## config.mk

```make
export PLATFORM = sky130hd
export DESIGN_NAME = mem_read_gather
export DESIGN_NICKNAME = d
export VERILOG_FILES = /design/src/rtl/mem_read_gather.sv
export SDC_FILE = /design/constraint.sdc
export NUM_CORES = 1
export LEC_CHECK = 0
export ABC_AREA = 1
export ABC_CLOCK_PERIOD_IN_PS = 3700
export BUFFER_PORTS_ARGS = -buffer_cell sky130_fd_sc_hd__buf_2
export CAP_MARGIN = 10
export CORE_MARGIN = 2
export CORE_UTILIZATION = 35
export DETAILED_ROUTE_END_ITERATION = 16
export PLACE_DENSITY = 0.59
export SLEW_MARGIN = 10
export SYNTH_ARGS = -nofsm -noshare
export SYNTH_HDL_FRONTEND = slang
export SYNTH_SLANG_ARGS = --single-unit
```

## constraint.sdc

```tcl
create_clock -name clk -period 3.7 [get_ports clk]
set_input_delay 0.185 -clock clk [delete_from_list [all_inputs] [get_ports clk]]
set_output_delay 0.185 -clock clk [all_outputs]
set_load 0.005 [all_outputs]
```

## src/rtl/mem_read_gather.sv

```systemverilog
// mem_read_gather
//
// Sits behind port B of a dual-port memory. A start pulse marks the read
// trigger. The block waits READ_LATENCY cycles, then captures BEATS
// consecutive rdData words into one wide word, with beat 0 in the LSBs.
// The packed word is offered on a valid/ready interface. A start pulse that
// cannot be honoured sets a sticky overrun flag.
//
// Ports:
//   clk           rising-edge clock
//   reset         asynchronous, active-low reset
//   start         read-trigger pulse, one cycle wide
//   rdData        memory port-B read data
//   outData       packed word; beat k occupies [k*DATA_WIDTH +: DATA_WIDTH]
//   outValid      outData holds a complete word
//   outReady      the consumer accepts outData
//   busy          a sequence is in progress (WAIT, GATHER or HOLD)
//   overrun       sticky; a start pulse was dropped
//   clearOverrun  synchronous clear of overrun
//   wordCount     16-bit count of output handshakes; wraps at 0xFFFF.
//                 Present only when MEM_READ_GATHER_COUNT_EN is defined.
//
// Optional feature macro: MEM_READ_GATHER_COUNT_EN
//
// state     | meaning
// ----------+------------------------------------------------------------
// ST_IDLE   | no sequence; waiting for start
// ST_WAIT   | counting out the memory read latency
// ST_GATHER | capturing one beat per cycle into lane beat_cnt
// ST_HOLD   | packed word valid; waiting for the handshake
module mem_read_gather #(
    parameter int DATA_WIDTH   = 32,
    parameter int BEATS        = 4,
    parameter int READ_LATENCY = 2
) (
    input  logic                        clk,
    input  logic                        reset,
    input  logic                        start,
    input  logic [DATA_WIDTH-1:0]       rdData,
    output logic [DATA_WIDTH*BEATS-1:0] outData,
    output logic                        outValid,
    input  logic                        outReady,
    output logic                        busy,
    output logic                        overrun,
`ifdef MEM_READ_GATHER_COUNT_EN
    output logic [15:0]                 wordCount,
`endif
    input  logic                        clearOverrun
);

    localparam int BEAT_W = $clog2(BEATS);
    localparam int LAT_W  = $clog2(READ_LATENCY + 1);

    localparam logic [BEAT_W-1:0] LAST_BEAT = BEAT_W'(BEATS - 1);
    localparam logic [LAT_W-1:0]  LAT_LOAD  = LAT_W'(READ_LATENCY - 1);

    typedef enum logic [1:0] {
        ST_IDLE,
        ST_WAIT,
        ST_GATHER,
        ST_HOLD
    } state_t;

    // The start cycle itself counts as one latency cycle. With a latency of
    // 1 there is nothing left to wait for, so the first beat arrives in the
    // cycle right after start.
    localparam state_t LAUNCH = (READ_LATENCY == 1) ? ST_GATHER : ST_WAIT;

    state_t                      state_q, state_d;
    logic [BEAT_W-1:0]           beat_cnt_q, beat_cnt_d;
    logic [LAT_W-1:0]            lat_cnt_q, lat_cnt_d;
    logic [DATA_WIDTH*BEATS-1:0] out_data_q, out_data_d;
    logic                        overrun_q, overrun_d;
    logic                        handshake;
    logic                        accept;
    logic                        drop;

    assign handshake = (state_q == ST_HOLD) && outReady;

    always_comb begin
        state_d    = state_q;
        beat_cnt_d = beat_cnt_q;
        lat_cnt_d  = lat_cnt_q;
        out_data_d = out_data_q;
        overrun_d  = overrun_q;
        accept     = 1'b0;
        drop       = 1'b0;

        case (state_q)
            ST_IDLE: begin
                accept = start;
            end
            ST_WAIT: begin
                drop = start;
                if (lat_cnt_q <= LAT_W'(1)) begin
                    state_d = ST_GATHER;
                end else begin
                    lat_cnt_d = lat_cnt_q - LAT_W'(1);
                end
            end
            ST_GATHER: begin
                drop = start;
                for (int k = 0; k < BEATS; k++) begin
                    if (beat_cnt_q == BEAT_W'(k)) begin
                        out_data_d[k*DATA_WIDTH +: DATA_WIDTH] = rdData;
                    end
                end
                if (beat_cnt_q == LAST_BEAT) begin
                    state_d = ST_HOLD;
                end else begin
                    beat_cnt_d = beat_cnt_q + BEAT_W'(1);
                end
            end
            ST_HOLD: begin
                if (handshake) begin
                    // A start that coincides with the handshake launches the
                    // next sequence directly, so back-to-back runs lose no cycle.
                    if (start) begin
                        accept = 1'b1;
                    end else begin
                        state_d = ST_IDLE;
                    end
                end else begin
                    drop = start;
                end
            end
            default: begin
                state_d = ST_IDLE;
            end
        endcase

        if (accept) begin
            state_d    = LAUNCH;
            lat_cnt_d  = LAT_LOAD;
            beat_cnt_d = '0;
        end

        // When a clear and a set land in the same cycle, the set wins.
        if (clearOverrun) begin
            overrun_d = 1'b0;
        end
        if (drop) begin
            overrun_d = 1'b1;
        end
    end

    always_ff @(posedge clk or negedge reset) begin
        if (!reset) begin
            state_q    <= ST_IDLE;
            beat_cnt_q <= '0;
            lat_cnt_q  <= '0;
            out_data_q <= '0;
            overrun_q  <= 1'b0;
        end else begin
            state_q    <= state_d;
            beat_cnt_q <= beat_cnt_d;
            lat_cnt_q  <= lat_cnt_d;
            out_data_q <= out_data_d;
            overrun_q  <= overrun_d;
        end
    end

    assign outData  = out_data_q;
    assign outValid = (state_q == ST_HOLD);
    assign busy     = (state_q != ST_IDLE);
    assign overrun  = overrun_q;

`ifdef MEM_READ_GATHER_COUNT_EN
    logic [15:0] word_count_q, word_count_d;

    always_comb begin
        word_count_d = word_count_q + {15'd0, handshake};
    end

    always_ff @(posedge clk or negedge reset) begin
        if (!reset) begin
            word_count_q <= '0;
        end else begin
            word_count_q <= word_count_d;
        end
    end

    assign wordCount = word_count_q;
`endif

endmodule

```

==> results.sh <==
export IMPL_status="completed"
export IMPL_coreArea_um2=14400
export IMPL_holdCritPathClass="input port to register"
export IMPL_vias=4027
export IMPL_grt_use_met2_pct=25.4
export IMPL_synthXorXnorAreaFrac_pct=0.170
export IMPL_clock_skew_ns=0.00568
export IMPL_final_util_pct=47.2
export IMPL_cp_arrival_ns=2.23
export IMPL_yosys_area_top_type_share_pct=65.7
export IMPL_async_flop_share_pct=100
export IMPL_crit_path_cell_trace="inv_1 -> ha_1 -> nand2_2 -> buf_12 -> nand2_1 -> o21ai_1"
export IMPL_startpoint_type="register"
export IMPL_dr_pass1_iters=4
export IMPL_synth_flop_cell="dfrtp_1"
export IMPL_drtAntennaViolNets=0
export IMPL_wire_per_inst_um=13.9
export IMPL_r2r_start="state_q[0]$_DFFE_PN0P_"
export IMPL_path_max_fanout=38
export IMPL_ctsHoldBuffers=2
export IMPL_synth_top_family_by_area="compound AO/OA/AOI/OAI gates"
export IMPL_cts_buffers=17
export IMPL_fin_nets=723
export IMPL_grt_overflow_total=0
export IMPL_syn_inst=510
export IMPL_p_int_w=0.00442
export IMPL_cap_violations=0
export IMPL_grt_pass1_vias=3960
export IMPL_muxShareOfSynthArea_pct=0
export IMPL_h_tree_depth=4
export IMPL_synth_simple_area_share_pct=12.6
export IMPL_maxSlewViolCount=0
export IMPL_p_leak_nw=3.69
export IMPL_switchingPower_w=0.00222
export IMPL_drt_iter0_drc=235
export IMPL_drive_gt1_share_pct=30.4
export IMPL_yosys_warnings=0
export IMPL_r2r_cells=6
export IMPL_synth_compound_area_share_pct=13.0
export IMPL_cts_root_buf="clkbuf_16"
export IMPL_max_freq_ghz=0.515
export IMPL_relSlewSlack_pct=34.7
export IMPL_synth_nets=558
export IMPL_die_h_um=125
export IMPL_rr_endpoint="outData[113]$_DFFE_PN0P_"
export IMPL_syn_avg_cell_area_um2=10.1
export IMPL_post_cts_buffers=0
export IMPL_multi_input_area_um2=1460
export IMPL_end_kind="register"
export IMPL_clk_latency_ns=0.41
export IMPL_ff_latch_area_um2=3380
export IMPL_grt_util_met3_pct=5.56
export IMPL_synth_seq_area_share_pct=65.7
export IMPL_track_usage_pct=16.1
export IMPL_fin_crit_sh_pct=52.5
export IMPL_tritoncts="done"
export IMPL_setup_viol=0
export IMPL_dieArea_um2=15700
export IMPL_grt_max_degree=108
export IMPL_crit_end="outData[113]$_DFFE_PN0P_"
export IMPL_drc_errors=0
export IMPL_cts_sinks=135
export IMPL_yosysMostFrequentCell="nand2_1"
export IMPL_period_minus_slack_ns=1.94
export IMPL_synth_seq_cells=135
export IMPL_clkTransAtPathRegs_ns=0.05
export IMPL_place_congestion=0.743
export IMPL_syn_to_final_growth_pct=32.3
export IMPL_ys_types=22
export IMPL_p_seq_share_pct=39.7
export IMPL_cp_required_ns=3.99
export IMPL_yosysTopAreaCell="dfrtp_1"
export IMPL_worst_path_largest_cell_delay_ns=0.43
export IMPL_placementRows=44
export IMPL_synth_edff_count=0
export IMPL_ios=168
export IMPL_antenna_found_initial=0
export IMPL_clockBufferDepth=2
export IMPL_whs_ns=0.0447
export IMPL_synth_area_leaders="dfrtp_1, nand2_1, o21ai_0"
export IMPL_critPathKind="register to register"
export IMPL_fin_tns_setup_ns=0
export IMPL_max_slew_worst_pin_slew_ns=0.980
export IMPL_die_w_um=125
export IMPL_p_clk_share_pct=28.5
export IMPL_combPwrFrac_pct=31.8
export IMPL_post_cts_resized=0
export IMPL_netlist_area_um2=5140
export IMPL_io_buffers=167
export IMPL_finalHoldViolations=0
export IMPL_drt_total_wl_um=12100
export IMPL_critPathSlowestCell="dfrtp_1"
export IMPL_p_total_w=0.00664
export IMPL_fillers=1400
export IMPL_dpl_hpwl_um=8050
export IMPL_grt_pass1_wl_um=20400
export IMPL_r2r_slack_ns=1.76
export IMPL_antennaDiodeCount=0
export IMPL_grtUsageMet1_pct=20.8
export IMPL_peakVddDrop_uv=331
export IMPL_vias_per_cell=4.62
export IMPL_rsz0062_at_grt="false"
export IMPL_crit_start="state_q[0]$_DFFE_PN0P_"
export IMPL_cellPowerDensity_nw_per_um2=976
export IMPL_synth_common_cells="nand2_1, dfrtp_1, o21ai_0"
export IMPL_synthAdderAreaFrac_pct=2.68
export IMPL_start_util_pct=35.7
export IMPL_busiest_layer="met2"
export IMPL_switching_share_pct=33.4
[cells by family after synthesis]
kind of cell / count (synthesis)
AO/OA/AOI/OAI: 133
flip-flops: 135
adder cells (fa/ha/maj): 11
AND/OR/NAND/NOR: 159
buffers and inverters: 71
XOR/XNOR: 1
[metrics by stage]
step | cell area (µm²) | std cells | setup WS [ns]
after floorplan | 5140 | 510 | 2.36
after global placement | 6090 | 837 | 1.59
after detailed placement | 6090 | 837 | 1.50
after CTS | 6790 | 871 | 1.48
after global routing | 6810 | 872 | 1.58
final | 6810 | 872 | 1.76
[worst min path at each step]
stage,startpoint,end,slack [ns],depth (start not counted)
after floorplan,reset,beat_cnt_q[0]$_DFFE_PN0P_,-0.11,0
after global routing,start,overrun$_DFFE_PN0P_,0.04,3
after CTS,start,overrun$_DFFE_PN0P_,0.02,3
after detailed placement,reset,outData[26]$_DFFE_PN0P_,0.38,1
final,start,overrun$_DFFE_PN0P_,0.04,3
after global placement,reset,outData[90]$_DFFE_PN0P_,0.36,1
[sequential cells by signal (all words and copies together) (netlist names)]
register    flops
outData       128
beat_cnt_q      2
lat_cnt_q       2
state_q         2
overrun         1
[layout make-up]
cell class                      instances  share of cell area, %
Timing Repair Buffer                  171                   13.1
Clock buffer                           21                   7.06
Inverter                               46                   2.54
Multi-Input combinational cell        304                   21.5
Sequential cell                       135                   49.6
Clock inverter                         11                   2.85
Tap cell                              184                   3.38
[worst max-delay path: cells and delay by family, from the launching register on]
| family | cells | cell delay [ns] |
|---|---|---|
| buffers and inverters | 2 | 0.43 |
| AOI/OAI and AO/OA | 1 | 0.06 |
| adders and majority gates | 1 | 0.40 |
| DFF | 1 | 0.43 |
| and+or+nand+nor | 2 | 0.48 |
[power groups by stage]
stage / logic [W] / clock network (W) / registers (W)
after floorplan: 0.00108 / 0 / 0.00267
after global placement: 0.00208 / 0 / 0.00261
after detailed placement: 0.00215 / 0 / 0.00264
after CTS: 0.00216 / 0.00193 / 0.00263
after global routing: 0.00245 / 0.00200 / 0.00273
final: 0.00211 / 0.00189 / 0.00263
[placed cells by master (no fill, tap or decap), types with 4 or more instances in the layout]
master / instances
ha_1: 11
o21ai_0: 86
buf_2: 166
clkbuf_16: 17
bufinv_16: 5
inv_1: 45
nand2_1: 145
dfrtp_1: 135
o21ai_1: 45
clkbuf_8: 4
[metal layers]
layer  vias up  routed length (µm)
li1       1967                   -
met1      1929                5440
met2       116                5680
met3        15                 831
met4         0                 186
met5         -                   0
Note: power is estimated with default switching activity, not from simulation.
